File: config.mk
export PLATFORM = sky130hd
export DESIGN_NAME = fp_sum_result_collector
export DESIGN_NICKNAME = d
export VERILOG_FILES = /design/src/rtl/fp_sum_result_collector.sv
export SDC_FILE = /design/constraint.sdc
export NUM_CORES = 1
export LEC_CHECK = 0
export CAP_MARGIN = 30
export CORE_ASPECT_RATIO = 1.4
export CORE_UTILIZATION = 54
export CTS_CLUSTER_SIZE = 28
export DETAILED_ROUTE_END_ITERATION = 10
export GPL_TIMING_DRIVEN = 0
export PLACE_DENSITY = 0.79
export SYNTH_ARGS = -nofsm -noshare
export SYNTH_HDL_FRONTEND = slang
export SYNTH_SLANG_ARGS = --single-unit
export TNS_END_PERCENT = 20
File: constraint.sdc
create_clock -name clk_i -period 2.2 [get_ports clk_i]
set_input_delay 0.22 -clock clk_i [delete_from_list [all_inputs] [get_ports clk_i]]
set_output_delay 0.22 -clock clk_i [all_outputs]
set_load 0.02 [all_outputs]
File: src/rtl/fp_sum_result_collector.sv
`default_nettype none
// =============================================================================
// Module   : fp_sum_result_collector
// Purpose  : Credit-gated issue to a fixed-latency FP summator plus an in-order
//            result FIFO. Optional macro: FP_COLLECT_STICKY_STATUS_EN.
// Revision : 1.0
// =============================================================================
module fp_sum_result_collector #(
   parameter int LATENCY = 4,
   parameter int DEPTH   = 4
) (
   input  logic                       clk_i,
   input  logic                       rst_i,
   input  logic                       in_vld_i,
   output logic                       in_rdy_o,
   output logic                       sum_vld_o,
   input  logic [31:0]                answer_i,
   input  logic [1:0]                 num_status_i,
   output logic                       out_vld_o,
   input  logic                       out_rdy_i,
   output logic [31:0]                out_data_o,
   output logic [1:0]                 out_status_o,
`ifdef FP_COLLECT_STICKY_STATUS_EN
   input  logic                       sticky_clr_i,
   output logic [1:0]                 sticky_status_o,
`endif
   output logic [$clog2(DEPTH+1)-1:0] count_o
);

   localparam int PTR_W = (DEPTH > 1) ? $clog2(DEPTH) : 1;
   localparam int CNT_W = $clog2(DEPTH + 1);
   localparam int OUT_W = $clog2(LATENCY + DEPTH + 1);

   logic [LATENCY-1:0] vld_sr;
   logic [PTR_W-1:0]   wr_ptr;
   logic [PTR_W-1:0]   rd_ptr;
   logic [CNT_W-1:0]   count;
   logic [33:0]        mem [DEPTH];
   logic [33:0]        head;
   logic [OUT_W-1:0]   inflight;
   logic [OUT_W-1:0]   outstanding;
   logic               credit_ok;
   logic               issue;
   logic               pop;
   logic               capture;

   // Every issued op already owns a FIFO slot, so capture can never overflow.
   always_comb begin
      inflight = '0;
      for (int i = 0; i < LATENCY; i++) begin
         inflight = inflight + OUT_W'(vld_sr[i]);
      end
      outstanding = inflight + OUT_W'(count);
      credit_ok   = (outstanding < OUT_W'(DEPTH));
   end

   assign in_rdy_o  = rst_i & credit_ok;
   assign issue     = in_vld_i & in_rdy_o;
   assign sum_vld_o = issue;
   assign capture   = vld_sr[LATENCY-1];
   assign out_vld_o = (count != '0);
   assign pop       = out_vld_o & out_rdy_i;

   generate
      if (LATENCY == 1) begin : g_sr_single
         always_ff @(posedge clk_i or negedge rst_i) begin
            if (!rst_i) begin
               vld_sr <= '0;
            end else begin
               vld_sr <= issue;
            end
         end
      end else begin : g_sr_multi
         always_ff @(posedge clk_i or negedge rst_i) begin
            if (!rst_i) begin
               vld_sr <= '0;
            end else begin
               vld_sr <= {vld_sr[LATENCY-2:0], issue};
            end
         end
      end
   endgenerate

   always_ff @(posedge clk_i or negedge rst_i) begin
      if (!rst_i) begin
         wr_ptr <= '0;
         rd_ptr <= '0;
         count  <= '0;
      end else begin
         if (capture) begin
            wr_ptr <= wr_ptr + PTR_W'(1);
         end
         if (pop) begin
            rd_ptr <= rd_ptr + PTR_W'(1);
         end
         case ({capture, pop})
            2'b10:   count <= count + CNT_W'(1);
            2'b01:   count <= count - CNT_W'(1);
            default: count <= count;
         endcase
      end
   end

   // Storage is never read while empty, so it carries no reset.
   always_ff @(posedge clk_i) begin
      if (capture) begin
         mem[wr_ptr] <= {num_status_i, answer_i};
      end
   end

   assign head         = mem[rd_ptr];
   assign out_data_o   = out_vld_o ? head[31:0]  : 32'h0;
   assign out_status_o = out_vld_o ? head[33:32] : 2'b00;
   assign count_o      = count;

`ifdef FP_COLLECT_STICKY_STATUS_EN
   logic [1:0] sticky;

   always_ff @(posedge clk_i or negedge rst_i) begin
      if (!rst_i) begin
         sticky <= 2'b00;
      end else if (sticky_clr_i) begin
         sticky <= 2'b00;
      end else if (pop) begin
         sticky <= sticky | out_status_o;
      end
   end

   assign sticky_status_o = sticky;
`endif

   a_no_overflow: assert property (@(posedge clk_i) disable iff (!rst_i)
      !(capture && (count == CNT_W'(DEPTH))));

   a_no_underflow: assert property (@(posedge clk_i) disable iff (!rst_i)
      !(pop && (count == '0)));

endmodule
`default_nettype wire

==> flow_metrics.py, run 1 <==
metrics = {
    "critical_path": {
        "arrival_ps": 2400,
        "critPathCapture": "sum_vld_o",
        "critPathKind": "reg2out",
        "endpoint_kind": "output port",
        "reg2reg_slack_ps": 140,
        "worst_setup_path_start_kind": "flop",
        "reg2regPathDepth": 7,
        "cp_max_fo": 2,
        "r2r_start": "count_o[2]",
        "worstReg2RegEnd": "count_o[1]",
        "startpoint": "vld_sr[2]",
        "cp.required_ps": 1980,
    },
    "timing": {
        "finalSetupTns_ps": -1010,
        "period_minus_slack_ps": 2620,
        "fmax_mhz": 382,
        "period_share_pct": 119,
        "rsz0062_at_grt": "yes",
        "setup_viol": 11,
        "slew_violations": 0,
        "worstMarginPinSlew_ps": 493,
        "fin_worst_skew_ps": 4.77,
        "timing.final.hold_violations": 0,
        "fin_ws_ps": -416,
        "worst_hold_slack_ps": 133,
        "maxSlewHeadroom_pct": 67.1,
    },
    "pwr": {
        "vdd_drop_max_mv": 1.02,
        "p_leak_nw": 2.72,
        "powerDensity_nw_per_um2": 1370,
    },
    "detailed_routing": {
        "wl_per_cell_um": 19.5,
        "ant_nets": 0,
        "vias": 2889,
        "drt_first_pass_iters": 4,
        "drt-total-wl_um": 10400,
        "viasPerCell": 5.40,
        "drt_iter0_drc": 182,
        "drc_errors": 0,
    },
    "clock_tree": {
        "cts-root-buf": "clkbuf_16",
        "numCtsBuffers": 17,
        "insertion_delay_ps": 410,
        "cts-htree-levels": 4,
        "clock_sinks": 147,
        "cts_tree": "done",
        "path_clk_slew_ps": 60,
        "clk_path_buf_depth": 2,
        "postCtsHoldBufs": 0,
    },
    "floorplanning": {
        "placeableCoreArea_um2": 10400,
        "io_pins": 78,
        "chipHeight_um": 124,
        "num_rows": 44,
        "die_area_um2": 11100,
        "die-width_um": 89.3,
        "initial_core_util_pct": 55.4,
    },
    "outcome": {
        "violations": "negative setup slack",
        "outcome": "finished with violations",
    },
    "placed_design": {
        "numPortBuffers": 77,
        "gp_congestion": 0.659,
        "dpl-instance-area_um2": 6830,
        "hpwl_um": 6130,
    },
    "yosys": {
        "synth.avg_cell_area_um2": 21.8,
        "syn_area_um2": 5770,
        "synth_largest_area_cell": "edfxtp_1",
        "syn_inst": 264,
        "synth.top_cell.area_share_pct": 70.8,
        "synth.yosys.seq_area_share_pct": 75.6,
        "syn_nets": 311,
        "yosysWarnings": 0,
        "yosysUniqueCellTypes": 21,
        "ys_seq_elements": 147,
        "yosys-top-cells-area": "edfxtp_1, mux4_2, dfrtp_1",
    },
    "finish": {
        "drive_gt1_share_pct": 38.0,
        "fin_area_um2": 7590,
        "syn2layout_area_growth_pct": 31.6,
        "final_util_pct": 72.9,
        "finalNetCount": 431,
        "antenna_cells": 0,
    },
    "global_route": {
        "grt_pass1_vias": 2933,
        "grt_overflow": 0,
        "grt_pass1_wl_um": 15600,
        "track_usage_pct": 20.6,
        "antenna_found_initial": 0,
        "grt_max_degree": 35,
    },
    "min_path": {
        "min_path_type": "in2async",
    },
    "flow_run": {
        "maxCapViolCount": 0,
    },
}
[metrics by stage]
stage	std cells	worst slack [ps]	total power (W)
6_report	535	-416	0.0104
5_1_grt	535	-516	0.0109
4_1_cts	523	-424	0.0101
3_5_place_dp	483	-488	0.00725
3_3_place_gp	479	-439	0.00714
2_1_floorplan	264	-112	0.00579
[kinds of logic after synthesis]
| group | Yosys count | share of synthesized area (%) |
|---|---|---|
| flops | 147 | 75.6 |
| simple gates | 45 | 4.73 |
| mux | 34 | 13.7 |
| buf+inv | 19 | 2.32 |
| fa+ha+maj | 9 | 2.21 |
| xor+xnor | 6 | 0.911 |
| compound gates | 4 | 0.564 |
[per-layer routing]
layer / track usage [%] / wire, µm
met1: 24.9 / 4120
met2: 33.1 / 5480
met3: 6.63 / 546
met4: 9.52 / 262
met5: 0 / 0
[report_power, final]
group,switching (W),internal (W)
logic,0.00189,0.00213
registers,0.000126,0.00334
clock network,0.00107,0.00188
[cells in the mapped netlist]
master     number
xor2_1          4
and2_1         40
nand2_1         2
nand3_1         1
o21ai_0         2
dfrtp_1        11
edfxtp_1      136
a2111oi_2       1
buf_2           5
buf_12          3
inv_1           7
or3_1           1
xnor2_1         2
fa_1            2
clkbuf_1        3
mux4_2         28
buf_6           1
nor2_1          1
ha_1            7
mux4_1          6
a21o_1          1
[critical path, stage by stage, from the launching register on]
cell and delay [ps]:
dfrtp_1 400, fa_1 540, ha_1 220, a21o_1 200
a2111oi_4 310, and2_4 200, buf_6 110
[sequential cells by signal, summed over array words and instances, names as in the netlist]
register and flops:
rd_ptr 2, vld_sr 4, mem 136, wr_ptr 2, count_o 3
[cell type report]
| class | instances | area [µm²] |
|---|---|---|
| Tap cell | 138 | 173 |
| Sequential cell | 147 | 4360 |
| Buffer | 12 | 151 |
| Clock buffer | 17 | 425 |
| Multi-Input combinational cell | 98 | 1320 |
| Clock inverter | 15 | 189 |
| Timing Repair Buffer | 101 | 941 |
| Fill cell | 633 | 2820 |
| Inverter | 7 | 26.3 |
[timing repair]
item,CTS,global route
setup endpoints to repair,38,30
buffers inserted,8,12
gates resized for setup,172,32
pin swaps,3,7
gates cloned,0,0
[layout by cell type, fill, tap and decap left out, types with 2 or more instances in the layout]
cell type / count
and2_1: 24
and2_2: 4
and2_4: 12
buf_12: 7
buf_16: 2
buf_2: 26
buf_4: 16
buf_6: 16
bufinv_16: 4
clkbuf_16: 17
clkbuf_4: 2
clkbuf_8: 2
clkdlybuf4s50_1: 40
clkinv_1: 4
clkinv_4: 2
clkinvlp_4: 3
dfrtp_1: 9
dfrtp_2: 2
edfxtp_1: 136
fa_1: 2
ha_1: 6
inv_1: 7
mux4_1: 4
mux4_2: 30
nand2_1: 2
o21ai_0: 2
xnor2_1: 2
xor2_1: 4
[worst min path at each step]
stage / from / endpoint / cells past startpoint
6_report: rst_i / count_o[1] / 1
5_1_grt: rst_i / count_o[1] / 1
4_1_cts: rst_i / count_o[1] / 1
3_5_place_dp: vld_sr[1] / vld_sr[2] / 0
3_3_place_gp: vld_sr[1] / vld_sr[2] / 0
2_1_floorplan: rst_i / count_o[0] / 0
(Power assumes the default switching activity.)
==> run 2: changes to the inputs <==
Settings changed: SETUP_SLACK_MARGIN from default to 0.1.
==> run 2 against run 1 <==
First-iteration DRC count down 14%. The flow still finishes with violations (negative setup slack). Register-to-register slack improved by 50 ps. Highest routed layer unchanged. Worst hold slack better by 2.6 ps. Critical endpoint unchanged. Sequential share of layout area fell by 1.8 points. Critical path type unchanged.
==> flow_metrics.py, run 2 (synthesis gave the netlist of run 1 again) <==
metrics = {
    "finish": {
        "syn2layout_area_growth_pct": 35.8,
        "n_fill_cell": 597,
        "multiInputGateArea_um2": 1370,
        "fin_area_um2": 7830,
        "layout_commonest_cell": "edfxtp_1",
        "finalNetCount": 435,
        "regMostFlops": "mem",
        "stdcell_count": 539,
        "antenna_cells": 0,
        "seq_area_um2": 4360,
        "final_cell_mix": "edfxtp_1, buf_6, clkdlybuf4s50_1, and2_4, mux4_2",
        "largest_register_ff_count": 136,
        "drive_gt1_share_pct": 45.9,
    },
    "timing": {
        "timing.final.hold_violations": 0,
        "period_minus_slack_ps": 2610,
        "fmax_mhz": 383,
        "setup_viol": 4,
        "maxSlewHeadroom_pct": 67.7,
        "worstMarginPinSlew_ps": 483,
        "fin_worst_skew_ps": 7.86,
        "period_share_pct": 119,
        "rsz0062_at_grt": "yes",
        "worst_hold_slack_ps": 135,
        "slew_violations": 0,
        "fin_ws_ps": -409,
    },
    "flow_run": {
        "maxCapViolCount": 0,
    },
    "placed_design": {
        "hpwl_um": 6130,
        "numPortBuffers": 77,
        "gp_congestion": 0.659,
        "dpl-instance-area_um2": 6830,
        "placed_cells": 483,
    },
    "detailed_routing": {
        "drc_errors": 0,
        "top_layer_used": "met4",
        "wl_met3_um": 549,
        "wl_per_cell_um": 19.6,
        "drt_first_pass_iters": 4,
        "drt-met1-wl_um": 4050,
        "drt-total-wl_um": 10600,
        "viasPerCell": 5.40,
        "wl_met2_um": 5870,
        "ant_nets": 0,
        "drt_iter0_drc": 157,
        "vias": 2909,
    },
    "global_route": {
        "track_usage_pct": 20.6,
        "grt_pass1_wl_um": 15700,
        "grt_overflow": 0,
        "grt_pass1_vias": 2958,
        "antenna_found_initial": 0,
        "grt_max_degree": 35,
    },
    "critical_path": {
        "arrival_ps": 2390,
        "cp.required_ps": 1980,
        "startpoint": "vld_sr[2]",
        "cp_max_fo": 2,
        "worst_setup_path_start_kind": "flop",
        "reg2regPathDepth": 9,
        "r2r_start": "count_o[0]",
        "worstReg2RegEnd": "count_o[2]",
        "critPathKind": "reg2out",
        "endpoint_kind": "output port",
        "reg2reg_slack_ps": 190,
    },
    "pwr": {
        "powerDensity_nw_per_um2": 1430,
        "p_leak_nw": 2.83,
        "p_sw_w": 0.00322,
        "swShare_pct": 28.7,
        "p_seq_share_pct": 30.8,
        "p_int_w": 0.00801,
        "p_clk_share_pct": 26.3,
        "pwr-share-comb_pct": 42.9,
        "vdd_drop_max_mv": 1.04,
    },
    "outcome": {
        "violations": "negative setup slack",
        "outcome": "finished with violations",
    },
    "clock_tree": {
        "clock_sinks": 147,
        "path_clk_slew_ps": 60,
        "clk_path_buf_depth": 2,
        "cts-root-buf": "clkbuf_16",
        "cts_tree": "done",
        "insertion_delay_ps": 420,
        "cts-htree-levels": 4,
        "numCtsBuffers": 17,
    },
    "floorplanning": {
        "initial_core_util_pct": 55.4,
        "io_pins": 78,
        "placeableCoreArea_um2": 10400,
        "chipHeight_um": 124,
        "die_area_um2": 11100,
        "num_rows": 44,
        "die-width_um": 89.3,
    },
    "min_path": {
        "min_path_type": "in2async",
    },
}
[run 2: cell types whose count changed in the layout (fill, tap and decap cells not counted), sizes merged]
cell         before  now
dlygate4sd2       1    0
buf              68   73
[run 2: worst max path at each step]
| stage | end | cells after the start | slack (ps) |
|---|---|---|---|
| final | sum_vld_o | 6 | -410 |
| after CTS | sum_vld_o | 6 | -420 |
| after global routing | sum_vld_o | 6 | -520 |
| after global placement | sum_vld_o | 6 | -440 |
| after floorplan | sum_vld_o | 5 | -110 |
| after detailed placement | sum_vld_o | 6 | -490 |
[run 2: per-layer routing]
layer	track usage [%]	vias up
li1	-	1296
met1	24.7	1513
met2	33.9	91
met3	6.63	9
met4	8.87	0
met5	0	-
[run 2: metrics by stage]
step | util, % | TNS (ps) | total power, W | setup WS, ps
global placement | 64.6 | -32820 | 0.00714 | -439
CTS | 72.9 | -1420 | 0.0107 | -424
global route | 75.3 | -1600 | 0.0117 | -515
floorplan | - | -112 | 0.00579 | -112
finish | 75.3 | -798 | 0.0112 | -409
detailed placement | 65.6 | -2390 | 0.00725 | -488
[run 2: power by group through the flow]
stage / combinational [W] / clock [W] / sequential (W)
6_report: 0.00482 / 0.00295 / 0.00346
3_3_place_gp: 0.00364 / 0 / 0.00350
5_1_grt: 0.00512 / 0.00309 / 0.00348
4_1_cts: 0.00423 / 0.00298 / 0.00345
2_1_floorplan: 0.00227 / 0 / 0.00352
3_5_place_dp: 0.00374 / 0 / 0.00352
[run 2: layout make-up]
cell class	instances	area share (%)
plain buffers	12	1.95
clock buffers	17	5.43
clock inverters	15	2.41
inverters	7	0.336
multi-input cells	98	17.5
flip-flops and latches	147	55.7
well taps	138	2.20
repair buffers	105	14.5
[run 2: critical path: stages (launching register included)]
cell and delay (ps):
dfrtp_1 400, fa_1 540, ha_1 220, a21o_1 200, a2111oi_4 310, and2_4 200, buf_6 110
[run 2: what timing repair did]
item	4_1_cts	5_1_grt
resized for setup	235	49
pin swaps	21	16
setup endpoints to repair	39	39
buffers inserted	9	15
hold buffers	0	0
==> run 3: changes to the inputs <==
Settings changed: CTS_CLUSTER_DIAMETER from default to 80.
==> results of run 3 <==
Same layout as run 2: the final DEF is identical, and so are final timing and power.
